===== src/rtl/egress_read_port_if.sv =====
// Bus bundle for egress_read_port: the scheduler's routed-byte input, the Avalon-style
// read slave, and the irq/full status lines. The master modport drives it; the slave modport is the port.
interface egress_read_port_if #(
    parameter int DW = 8
);
    logic          in_valid;
    logic [DW-1:0] in_data;
    logic [1:0]    in_port;
    logic          chipselect;
    logic          read;
    logic [2:0]    address;
    logic [DW-1:0] readdata;
    logic          irq;
    logic [2:0]    full;

    modport master (
        output in_valid, in_data, in_port, chipselect, read, address,
        input  readdata, irq, full
    );

    modport slave (
        input  in_valid, in_data, in_port, chipselect, read, address,
        output readdata, irq, full
    );
endinterface


===== src/rtl/egress_read_port.sv =====
// Egress read port: three per-port byte FIFOs drained over a registered Avalon-style read slave.
// Optional feature: define DROP_COUNT_EN for per-port saturating drop counters at addresses 4..6.
module egress_read_port #(
    parameter int DEPTH = 4,
    parameter int DW    = 8
) (
    input  logic               clk,
    input  logic               reset,
    egress_read_port_if.slave  bus
);
    localparam int PW = $clog2(DEPTH);
    localparam int CW = PW + 1;

    logic [DW-1:0] r_mem [3][DEPTH];
    logic [PW-1:0] r_wptr [3];
    logic [PW-1:0] r_rptr [3];
    logic [CW-1:0] r_count [3];
    logic [2:0]    r_ovf;
    logic [DW-1:0] r_readdata;
    logic          r_irq;
    logic [2:0]    r_full;

    logic          w_rd;
    logic [1:0]    w_idx;
    logic [2:0]    w_nonempty;
    logic [2:0]    w_push;
    logic [2:0]    w_pop;
    logic [2:0]    w_accept;
    logic [2:0]    w_drop;
    logic [CW-1:0] w_count_nxt [3];
    logic [DW-1:0] w_rdata;

`ifdef DROP_COUNT_EN
    logic [7:0]    r_drop_cnt [3];
`endif

    // A push into a full FIFO is still accepted when the same port is popped this cycle.
    always_comb begin
        w_rd  = bus.chipselect && bus.read;
        w_idx = bus.address[1:0] - 2'd1;
        for (int p = 0; p < 3; p++) begin
            w_nonempty[p]  = (r_count[p] != '0);
            w_push[p]      = bus.in_valid && (bus.in_port == 2'(p + 1));
            w_pop[p]       = w_rd && (bus.address == 3'(p + 1)) && w_nonempty[p];
            w_accept[p]    = w_push[p] && ((r_count[p] != CW'(DEPTH)) || w_pop[p]);
            w_drop[p]      = w_push[p] && !w_accept[p];
            w_count_nxt[p] = r_count[p] + CW'(w_accept[p]) - CW'(w_pop[p]);
        end
    end

    // NOTE: every path gets a value because of the default first; without it this block infers a latch.
    always_comb begin
        w_rdata = '0;
        case (bus.address)
            3'd0: begin
                w_rdata[2:0] = w_nonempty;
                w_rdata[6:4] = r_ovf;
            end
            3'd1, 3'd2, 3'd3: begin
                if (w_nonempty[w_idx]) w_rdata = r_mem[w_idx][r_rptr[w_idx]];
            end
`ifdef DROP_COUNT_EN
            3'd4, 3'd5, 3'd6: w_rdata[7:0] = r_drop_cnt[bus.address[1:0]];
`endif
            default: w_rdata = '0;
        endcase
    end

    // NOTE: storage has no reset; the pointers and counts alone decide what is valid.
    always_ff @(posedge clk) begin
        for (int p = 0; p < 3; p++) begin
            if (w_accept[p]) r_mem[p][r_wptr[p]] <= bus.in_data;
        end
    end

    // NOTE: sequential state uses non-blocking assignments so every register samples pre-edge values.
    always_ff @(posedge clk or posedge reset) begin
        if (reset) begin
            for (int p = 0; p < 3; p++) begin
                r_wptr[p]  <= '0;
                r_rptr[p]  <= '0;
                r_count[p] <= '0;
            end
            r_ovf      <= '0;
            r_readdata <= '0;
            r_irq      <= 1'b0;
            r_full     <= '0;
        end else begin
            for (int p = 0; p < 3; p++) begin
                if (w_accept[p]) r_wptr[p] <= r_wptr[p] + PW'(1);
                if (w_pop[p])    r_rptr[p] <= r_rptr[p] + PW'(1);
                r_count[p] <= w_count_nxt[p];
                r_full[p]  <= (w_count_nxt[p] == CW'(DEPTH));
            end
            r_irq <= (w_count_nxt[0] != '0) || (w_count_nxt[1] != '0) || (w_count_nxt[2] != '0);
            if (w_rd) r_readdata <= w_rdata;
            // A drop landing on the clearing status read survives it.
            if (w_rd && (bus.address == 3'd0)) r_ovf <= w_drop;
            else                               r_ovf <= r_ovf | w_drop;
        end
    end

`ifdef DROP_COUNT_EN
    always_ff @(posedge clk or posedge reset) begin
        if (reset) begin
            for (int p = 0; p < 3; p++) r_drop_cnt[p] <= '0;
        end else begin
            for (int p = 0; p < 3; p++) begin
                if (w_rd && (bus.address == 3'(p + 4)))
                    r_drop_cnt[p] <= w_drop[p] ? 8'd1 : 8'd0;
                else if (w_drop[p] && (r_drop_cnt[p] != 8'hFF))
                    r_drop_cnt[p] <= r_drop_cnt[p] + 8'd1;
            end
        end
    end
`endif

    assign bus.readdata = r_readdata;
    assign bus.irq      = r_irq;
    assign bus.full     = r_full;
endmodule


===== src/flat_wrapper.sv =====
// flat-port wrapper written by rule: the top's interface ports become plain ports
module egress_read_port_flat 
#(
    parameter int DEPTH = 4,
    parameter int DW    = 8
)
  (clk, reset, bus_in_valid, bus_in_data, bus_in_port, bus_chipselect, bus_read, bus_address, bus_readdata, bus_irq, bus_full);
  egress_read_port_if #(.DW(DW)) bus_i ();
  input  logic clk;
  input  logic reset;
  input wire logic [$bits(bus_i.in_valid)-1:0] bus_in_valid;
  input wire logic [$bits(bus_i.in_data)-1:0] bus_in_data;
  input wire logic [$bits(bus_i.in_port)-1:0] bus_in_port;
  input wire logic [$bits(bus_i.chipselect)-1:0] bus_chipselect;
  input wire logic [$bits(bus_i.read)-1:0] bus_read;
  input wire logic [$bits(bus_i.address)-1:0] bus_address;
  output wire logic [$bits(bus_i.readdata)-1:0] bus_readdata;
  output wire logic [$bits(bus_i.irq)-1:0] bus_irq;
  output wire logic [$bits(bus_i.full)-1:0] bus_full;
  assign bus_i.in_valid = bus_in_valid;
  assign bus_i.in_data = bus_in_data;
  assign bus_i.in_port = bus_in_port;
  assign bus_i.chipselect = bus_chipselect;
  assign bus_i.read = bus_read;
  assign bus_i.address = bus_address;
  assign bus_readdata = bus_i.readdata;
  assign bus_irq = bus_i.irq;
  assign bus_full = bus_i.full;
  egress_read_port #(.DEPTH(DEPTH), .DW(DW)) u_core (.clk(clk), .reset(reset), .bus(bus_i));
endmodule

===== config.mk =====
export PLATFORM = sky130hd
export DESIGN_NAME = egress_read_port_flat
export DESIGN_NICKNAME = d
export VERILOG_FILES = /design/src/rtl/egress_read_port_if.sv /design/src/rtl/egress_read_port.sv /design/src/flat_wrapper.sv
export SDC_FILE = /design/constraint.sdc
export NUM_CORES = 1
export LEC_CHECK = 0
export CAP_MARGIN = 20
export CORE_AREA = 3 3 100 102
export CTS_CLUSTER_DIAMETER = 30
export DETAILED_ROUTE_END_ITERATION = 8
export DIE_AREA = 0 0 103 105
export GPL_TIMING_DRIVEN = 0
export PLACE_DENSITY = 0.89
export SETUP_SLACK_MARGIN = 0.02
export SYNTH_ARGS = -nofsm -noshare
export SYNTH_HDL_FRONTEND = slang
export SYNTH_SLANG_ARGS = --single-unit
export TNS_END_PERCENT = 50

===== constraint.sdc =====
create_clock -name clk -period 7 [get_ports clk]
set_clock_uncertainty 0.1 [all_clocks]
set_input_delay 2.1 -clock clk [delete_from_list [all_inputs] [get_ports clk]]
set_output_delay 2.1 -clock clk [all_outputs]
set_load 0.01 [all_outputs]

==> metrics <==
Pwr Total 2.547 mW; first drt pass iteration count 5; GP Congestion 0.9133; Worst-path clk slew 0.06 ns; WL final 12.94 mm; # DRC 0; worst hold path class reg -> reg; highest clock rate 0.2066 GHz; CP Capture Type register; Data required, critical path 7.28 ns; final hold viol count 0; count of cell types in the netlist 42; non-filler instance count after layout 586; Mapped Cells 414; PwrDens 373.2 nW/um^2; Synthesized Nets between 400 and 500; Die W just over 100 um; # clock sinks roughly 130; grt ovf 0; Die H 105 um; Max rail drop VDD 0.1763 mV; I/O Pins 30; cell leakage power 2.685 nW; fill cell count about 550; Post-DRT Antenna Nets 0; Mapped Area approximately 5800 sq um; largest net degree at the start of global routing 37; most common cell in the synthesized netlist edfxtp_1; synth cell count leaders edfxtp_1, mux2i_1, dfrtp_1; hold_ws 0.4141 ns; Mapped Avg Cell Area 14.02 sq um; vias in the first global route roughly 3,700; Critical Path AT 5.12 ns; crit-path max cell delay 0.52 ns; CP startpoint kind input port; CTS tree done; ys flop type edfxtp_1; worst-case clock buffer depth 2; CTS Hold Buffers Added 0; Iteration-0 DRC Markers 369; post-route cell area 6825 sq um; postcts setup bufs 0; area leader, netlist edfxtp_1; post-cts resize count 0; max-cap viol count 0; Num CTS Buffers 17; Via Count 3,655; initial antenna violation count 0; Worst Path Class, Setup in -> reg; Worst Tran Pin Value approximately 1 ns; Final TNS setup 0 ns; FFs w/ async S/R, synth 0.2727; ant diodes 0; setup violators final 0; Buf+Inv Stages, Crit Path 4; relative slew slack 0.3329; Avg Vias per Cell about 6.2; Most Frequent Cell on Critical Path ha_1; Synth top area share 0.4967; first-pass GRT wire length 20.68 mm; sequential element share of the synthesized area 0.6519; Initial Utilization 0.6312; Total Routing Usage GR 0.2604; status finished, final reports clean; top cells by area in the synthesized netlist edfxtp_1, dfrtp_1, mux2i_1; share of layout cells above drive strength 1 0.1116; DPL Wire Length approximately 8.4 mm; Worst-Skew Late Latency about 0.52 ns; FF+latch count, synth 132; Area Growth Syn to Fin 17.59%; Port Buf Inserts 29; core area 9196 sq um; count of placed standard cells including taps about 550; RSZ-0062 raised after global routing no; CP max FO 9; post-place instance area 6233 sq um; H-Tree Depth 4; Slew Viols, Final 0; Ys Warns 0; Core Rows 35; Post-synth EDFFs 96; min cycle time layout between 4 and 5 ns; die footprint 10,820 sq um; Total Nets Final 505; final worst path period share 0.6915; crit-path leading delay family adder cells; routed len/inst 22.08 um; CP max stage cell clkdlybuf4s50_1; critical-path cell list clkdlybuf4s50_1, buf_2, clkinv_1, ha_1, and3_1, ha_1, inv_1, ha_1, fa_1, nor4_1, nand4_1; CTS root buf clkbuf_8
[sequential cells by signal, indices dropped and copies added, names as in the netlist]
name / count
u_core.bus.full: 3
u_core.r_ovf: 3
u_core.bus.irq: 1
u_core.r_mem: 96
u_core.r_count: 9
u_core.bus.readdata: 8
u_core.r_wptr: 6
u_core.r_rptr: 6
[worst min-delay path, delay by kind of cell, from the launching register on]
family,cells,cell delay (ns)
flops,1,0.35
compound gates,1,0.06
simple gates,1,0.08
[stage by stage]
step                      setup WS, ns    util
after floorplan                  2.685       -
after global placement           1.770  0.6778
after detailed placement         1.669  0.6778
after CTS                        2.194  0.7422
after global routing             1.944  0.7422
final                            2.160  0.7422
[final cells by class]
type                    instances  area [sq um]  share of cell area
clock buffers                  20         435.4             0.06379
clock inverters                12         156.4             0.02291
inverters                      22         82.58             0.01210
well taps                     111         138.9             0.02035
repair buffers                 29         290.3             0.04253
plain buffers                  12         67.56            0.009899
multi-input cells             248          1871              0.2741
flip-flops and latches        132          3784              0.5544
[kinds of logic after synthesis]
kind of cell	Yosys count	synth area share
xor+xnor	15	0.02263
mux	41	0.07329
buf+inv	34	0.02587
simple gates	99	0.08687
flops	132	0.6519
fa+ha+maj	25	0.05777
compound gates	68	0.08170
[worst paths after layout]
path | from | slack [ns] | to | cells after the start
min in group asynchronous | reset | 1.97 | u_core.r_count[1] | 2
worst max-delay path | bus_address[0] | 2.16 | u_core.bus.irq | 11
worst min register to register | u_core.bus.readdata[7] | 0.41 | u_core.bus.readdata[7] | 2
worst max register to register | u_core.r_count[5] | 4.18 | u_core.bus.irq | 8
worst min-delay path | u_core.bus.readdata[7] | 0.41 | u_core.bus.readdata[7] | 2
max in group asynchronous | reset | 4.32 | u_core.r_rptr[3] | 2
[metal layers]
metal,vias to the layer above,share of wire,GRT usage
met3,52,0.077,0.06075
met5,-,0,0
met1,1804,0.38,0.3416
met2,184,0.52,0.4216
li1,1615,-,-
met4,0,0.031,0.09528
[cells in the final DEF, fill, tap and decap left out, types with 2 or more instances in the layout]
cell type	instances
ha_1	22
clkbuf_16	16
nand3b_1	2
or3_1	2
and2_1	12
buf_2	3
nor4_1	2
clkinv_2	3
clkbuf_1	6
bufinv_16	3
xor2_1	5
nand2_1	35
o21ai_0	21
nand3_1	4
a22oi_1	5
clkinv_4	4
o31ai_2	8
a21oi_1	16
mux2i_1	38
nor3_1	2
inv_1	20
fa_1	3
nor2_1	13
clkbuf_8	2
nor3b_1	4
and3_1	14
edfxtp_1	96
mux2_2	2
nor2b_1	5
a211oi_1	10
xnor2_1	10
dfrtp_1	36
a22o_1	2
a31oi_1	2
clkdlybuf4s50_1	29
buf_4	3
[where the power goes]
group | internal, mW | switching [mW] | total [mW] | leakage [nW]
Combinational | 0.258 | 0.363 | 0.621 | 1.08
Sequential | 0.959 | 0.0861 | 1.04 | 1.31
Clock | 0.553 | 0.329 | 0.882 | 0.289
Total | 1.77 | 0.777 | 2.55 | 2.69
Note: power is estimated with default switching activity, not from simulation.
